<file path="src/rtl/cpu_strap_pkg.sv">
// cpu_strap_pkg: shared strap bundle layout, state and ID encodings for the strap sampler
package cpu_strap_pkg;
  localparam int STRAP_W   = 14;
  localparam int SKT_LSB   = 0;
  localparam int PROC1_LSB = 2;
  localparam int PROC2_LSB = 4;
  localparam int PKG1_LSB  = 6;
  localparam int PKG2_LSB  = 9;
  localparam int INTR_LSB  = 12;
  typedef enum logic [1:0] {IDLE = 2'd0, SETTLE = 2'd1, LOCKED = 2'd2} state_e;
  typedef enum logic [1:0] {ICX = 2'b00, CPX = 2'b01, STP = 2'b11} proc_id_e;
  typedef enum logic [2:0] {NON_MCP = 3'b000, XCC_CPX4 = 3'b001, CPX6_CPU = 3'b010, STP_CPU = 3'b111} pkg_id_e;
  // Sockets read as not present (active low) until a snapshot is taken
  localparam logic [STRAP_W-1:0] STRAP_RST = 14'h0003;
endpackage

</file>
<file path="src/rtl/strap_sync.sv">
// strap_sync: WIDTH-bit multi-flop synchronizer chain for asynchronous strap pins
module strap_sync #(
  parameter int WIDTH       = 14,
  parameter int SYNC_STAGES = 2
) (
  input  logic             clk_i,
  input  logic             rst_n_i,
  input  logic [WIDTH-1:0] d_i,
  output logic [WIDTH-1:0] q_o
);
  logic [SYNC_STAGES-1:0][WIDTH-1:0] sync_q;
  // Shift the raw bundle through the chain; the oldest stage is the synchronized view
  always_ff @(posedge clk_i) begin
    if (!rst_n_i) sync_q <= '0;
    else          sync_q <= {sync_q[SYNC_STAGES-2:0], d_i};
  end
  assign q_o = sync_q[SYNC_STAGES-1];
endmodule

</file>
<file path="src/rtl/cpu_strap_sampler.sv">
// cpu_strap_sampler: synchronize, debounce and latch CPU strap pins; optional post-lock change monitor under CPU_STRAP_CHANGE_MON_EN
module cpu_strap_sampler
  import cpu_strap_pkg::*;
#(
  parameter int SYNC_STAGES     = 2,
  parameter int DEBOUNCE_CYCLES = 16
) (
  input  logic       iClk,
  input  logic       iRst_n,
  input  logic       iAuxPwrDone,
  input  logic       iRearm,
  input  logic [1:0] invCPUSktOcc,
  input  logic [1:0] ivProcIDCPU1,
  input  logic [1:0] ivProcIDCPU2,
  input  logic [2:0] ivPkgIDCPU1,
  input  logic [2:0] ivPkgIDCPU2,
  input  logic [1:0] ivIntr,
  output logic [1:0] onvCPUSktOcc,
  output logic [1:0] ovProcIDCPU1,
  output logic [1:0] ovProcIDCPU2,
  output logic [2:0] ovPkgIDCPU1,
  output logic [2:0] ovPkgIDCPU2,
  output logic [1:0] ovIntr,
  output logic       oStrapValid,
  output logic       oStrapChanged
);
  localparam int CW = $clog2(DEBOUNCE_CYCLES);
  localparam logic [CW-1:0] CNT_MAX = CW'(DEBOUNCE_CYCLES - 1);
  logic [STRAP_W-1:0] raw, sync, prev_q, snap_q, snap_d;
  state_e state_q, state_d;
  logic [CW-1:0] cnt_q, cnt_d;
  logic changed_q, changed_d, chg_set;
  assign raw = {ivIntr, ivPkgIDCPU2, ivPkgIDCPU1, ivProcIDCPU2, ivProcIDCPU1, invCPUSktOcc};
  strap_sync #(.WIDTH(STRAP_W), .SYNC_STAGES(SYNC_STAGES)) u_sync (
    .clk_i  (iClk),
    .rst_n_i(iRst_n),
    .d_i    (raw),
    .q_o    (sync)
  );
`ifdef CPU_STRAP_CHANGE_MON_EN
  logic [CW-1:0] mon_q, mon_d;
  // Count consecutive locked cycles where the pins disagree with the snapshot
  always_comb begin
    mon_d   = '0;
    chg_set = 1'b0;
    if (iAuxPwrDone && !iRearm && state_q == LOCKED && sync != snap_q) begin
      chg_set = (mon_q == CNT_MAX);
      mon_d   = chg_set ? mon_q : mon_q + 1'b1;
    end
  end
  // Drift counter register
  always_ff @(posedge iClk) begin
    if (!iRst_n) mon_q <= '0;
    else         mon_q <= mon_d;
  end
`else
  assign chg_set = 1'b0;
`endif
  // Next state: aux loss beats rearm, which beats the debounce/lock logic
  always_comb begin
    state_d   = state_q;
    cnt_d     = cnt_q;
    snap_d    = snap_q;
    changed_d = changed_q;
    if (!iAuxPwrDone) begin
      state_d = IDLE;
      cnt_d   = '0;
    end else if (iRearm) begin
      cnt_d     = '0;
      changed_d = 1'b0;
      state_d   = (state_q == LOCKED) ? SETTLE : state_q;
    end else begin
      case (state_q)
        IDLE: state_d = SETTLE;
        SETTLE: begin
          if (sync != prev_q) cnt_d = '0;
          else if (cnt_q == CNT_MAX) begin
            snap_d  = sync;
            state_d = LOCKED;
          end else cnt_d = cnt_q + 1'b1;
        end
        default: changed_d = changed_q | chg_set;
      endcase
    end
  end
  // State, counter, snapshot and previous-bundle registers
  always_ff @(posedge iClk) begin
    if (!iRst_n) begin
      state_q   <= IDLE;
      cnt_q     <= '0;
      prev_q    <= '0;
      snap_q    <= STRAP_RST;
      changed_q <= 1'b0;
    end else begin
      state_q   <= state_d;
      cnt_q     <= cnt_d;
      prev_q    <= sync;
      snap_q    <= snap_d;
      changed_q <= changed_d;
    end
  end
  assign onvCPUSktOcc  = snap_q[SKT_LSB +: 2];
  assign ovProcIDCPU1  = snap_q[PROC1_LSB +: 2];
  assign ovProcIDCPU2  = snap_q[PROC2_LSB +: 2];
  assign ovPkgIDCPU1   = snap_q[PKG1_LSB +: 3];
  assign ovPkgIDCPU2   = snap_q[PKG2_LSB +: 3];
  assign ovIntr        = snap_q[INTR_LSB +: 2];
  assign oStrapValid   = (state_q == LOCKED);
  assign oStrapChanged = changed_q;
endmodule
</file>
<file path="config.mk">
export PLATFORM = sky130hd
export DESIGN_NAME = cpu_strap_sampler
export DESIGN_NICKNAME = d
export VERILOG_FILES = /design/src/rtl/cpu_strap_pkg.sv /design/src/rtl/strap_sync.sv /design/src/rtl/cpu_strap_sampler.sv
export SDC_FILE = /design/constraint.sdc
export NUM_CORES = 1
export LEC_CHECK = 0
export ABC_AREA = 1
export CORE_ASPECT_RATIO = 0.7
export CORE_UTILIZATION = 49
export CTS_CLUSTER_SIZE = 40
export DETAILED_ROUTE_END_ITERATION = 12
export PLACE_DENSITY = 0.85
export SKIP_LAST_GASP = 1
export SLEW_MARGIN = 20
export SYNTH_ARGS = -nofsm -noshare
export SYNTH_HDL_FRONTEND = slang
export SYNTH_SLANG_ARGS = --single-unit
</file>
<file path="constraint.sdc">
create_clock -name iClk -period 1.75 [get_ports iClk]
set_input_delay 0.2625 -clock iClk [delete_from_list [all_inputs] [get_ports iClk]]
set_output_delay 0.2625 -clock iClk [all_outputs]
set_load 0.01 [all_outputs]
</file>
==> results.json <==
{
  "htreeDepth": 3,
  "setup_viol": 0,
  "cap_violations": 0,
  "setup_slack_ns": 0.0882,
  "ys_ff_latch": 62,
  "cts_tree": "built",
  "dp_hpwl_mm": 2.86,
  "mostFrequentLayoutCell": "nand2_1",
  "drt-total-wl_mm": 4.14,
  "critPathTopFamily": "buffers and inverters",
  "cpMaxStageDelayCell": "clkdlybuf4s50_1",
  "drive_gt1_share_pct": 6.45,
  "fmax_mhz": 602,
  "postSynthCellCount": 362,
  "hold_start": "iRst_n",
  "worstHoldPathType": "in2reg",
  "final.min_clock_period_ns": 1.66,
  "yosysWarnings": 0,
  "fin_nets": 418,
  "start_util_pct": 51.5,
  "grt_pass1_wl_mm": 7.19,
  "crit_buf_inv": 2,
  "num_io_pins": 34,
  "gp_congestion": 0.778,
  "startpoint": "state_q[1]$_SDFFE_PN0P_",
  "io_buffers": 32,
  "cellPowerDensity_nw_per_um2": 1010,
  "maxSlewViolCount": 0,
  "drt_iter0_drc": 82,
  "clock_latency_ns": 0.33,
  "cts_made_buffers": 9,
  "synth_area_sq_um": 2480,
  "final_cells": 472,
  "arrival_ns": 1.40,
  "fin_crit_sh_pct": 95.0,
  "antennaDiodeCount": 0,
  "cts_setup_buffers": 0,
  "crit_type": "reg2out",
  "dp_worst_setup_slack_ns": 0.0530,
  "drc": 0,
  "synth_area_per_cell_sq_um": 6.85,
  "synthTopCellsByArea": "dfxtp_1 50%, nand2_1 18%, inv_1 14%",
  "syn_nets": 381,
  "cp_slowest_stage_delay_ns": 0.55,
  "rows": 21,
  "ir_drop_v": 0.000565,
  "avgRoutedWirePerCell_um": 8.78,
  "tns_ns": 0,
  "grt_pass1_vias": 1769,
  "syn_to_final_growth_pct": 26.1,
  "drt_pass1_iterations": 4,
  "die_w_um": 87.0,
  "synth_area_leader_cell": "dfxtp_1",
  "postLayoutCoreUtil_pct": 65.0,
  "outcome": "complete, no violations",
  "netlist.area_leader.share_pct": 50.1,
  "cts.clk_slew.worst_paths_ns": 0.06,
  "core_area_sq_um": 4810,
  "rsz0062_at_grt": "false",
  "design_area_sq_um": 3130,
  "design.die.area_sq_um": 5350,
  "drtAntennaViolNets": 0,
  "grt_usage_pct": 18.2,
  "fp.dieH_um": 61.5,
  "hold_violations": 0,
  "leakage_nw": 1.76,
  "worstPathRequired_ns": 1.49,
  "critical_path.cell_chain": "inv_1 -> nor2_1 -> clkdlybuf4s50_1",
  "cp_max_fo": 3,
  "r2r-start": "u_sync.q_o[5]$_SDFF_PN0_",
  "antenna_found_initial": 0,
  "root_buffer": "clkbuf_8",
  "cp-start-kind": "register",
  "placed_cells": 457,
  "synth_cell_type_count": 22,
  "seq_area_frac_synth_pct": 50.1,
  "final_cell_mix": "120 x nand2_1, 92 x inv_1, 61 x dfxtp_1",
  "place_area_sq_um": 2880,
  "num_vias": 1965,
  "cts_num_sinks": 62,
  "viasPerCell": 4.16,
  "skew_ns": 0.00692,
  "cts_buffer_depth": 2,
  "grt_remaining_overflow": 0,
  "grt_max_degree": 58,
  "end_kind": "primary output"
}
==> flip-flops by register name (all words and copies together) (netlist names) <==
signal	cells
prev_q	14
u_sync.q_o	14
u_sync.sync_q	14
cnt_q	4
state_q	2
snap_q	14
==> per-layer routing <==
| metal | wire, um | track usage, % |
|---|---|---|
| met2 | 1960 | 32.6 |
| met1 | 1910 | 19.5 |
| met4 | 48 | 8.10 |
| met3 | 228 | 7.24 |
| met5 | 0 | 0 |
==> repair_timing <==
item | in CTS | in global routing
resized for setup | 0 | 3
hold buffers | 0 | 0
endpoints found under the hold margin | 0 | 0
endpoints found under the setup margin | 0 | 4
==> worst paths after layout <==
path                                            endpoint  slack, ns  cells after the start
worst max register to register    snap_q[5]$_SDFFE_PN0P_       0.18                     11
worst max-delay path                         oStrapValid       0.09                      3
worst min-delay path             state_q[0]$_SDFFE_PN0P_       0.22                      3
worst min register to register  u_sync.q_o[5]$_SDFF_PN0_       0.40                      2
==> cell type report <==
| cell class | count | area, sq um |
|---|---|---|
| Timing Repair Buffer | 35 | 363 |
| Clock inverter | 4 | 95.1 |
| Clock buffer | 11 | 141 |
| Inverter | 93 | 349 |
| Tap cell | 69 | 86.3 |
| Sequential cell | 62 | 1240 |
| Fill cell | 412 | 1680 |
| Multi-Input combinational cell | 198 | 848 |
==> logic make-up (layout without fill, tap and decap cells) <==
group,after synthesis,count (layout),synth area share [%]
adder cells (fa/ha/maj),1,1,0.505
other,1,1,0.151
buffers and inverters,102,143,16.0
AND/OR/NAND/NOR,184,184,30.2
AO/OA/AOI/OAI,8,8,1.62
flip-flops,62,62,50.1
XOR/XNOR,4,4,1.41
==> cell usage after synthesis, drive strengths merged <==
cell type    n
a21oi        6
and3         1
buf          6
clkbuf       3
conb         1
dfxtp       62
ha           1
inv         93
nand2      121
nand3       11
nand4        4
nor2        47
o21ai        2
xnor2        1
xor2         3
==> worst register-to-register path, cell delays in order (launching register included) <==
cell and delay, ns:
dfxtp_1 0.38, inv_1 0.06, nand2_1 0.06, nand2_1 0.07, nor2_1 0.14, nand2_1 0.11
nor2_4 0.16, nand4_4 0.14, buf_12 0.19, nand2_1 0.07, nand2_1 0.05, nor2_1 0.09
==> through the flow <==
| stage | total power, mW | hold WS, ns |
|---|---|---|
| 3_3_place_gp | 1.69 | 0.392 |
| 6_report | 3.14 | 0.222 |
| 5_1_grt | 3.28 | 0.226 |
| 4_1_cts | 3.18 | 0.206 |
| 3_5_place_dp | 1.70 | 0.396 |
| 2_1_floorplan | 1.63 | 0.360 |
==> report_power, final <==
| part | internal, mW | switching (mW) | leakage (nW) |
|---|---|---|---|
| clock | 0.975 | 0.497 | 0.119 |
| combinational | 0.0860 | 0.108 | 1.13 |
| sequential | 1.45 | 0.0236 | 0.507 |
| total | 2.51 | 0.628 | 1.76 |
Note: power is estimated with default switching activity, not from simulation.
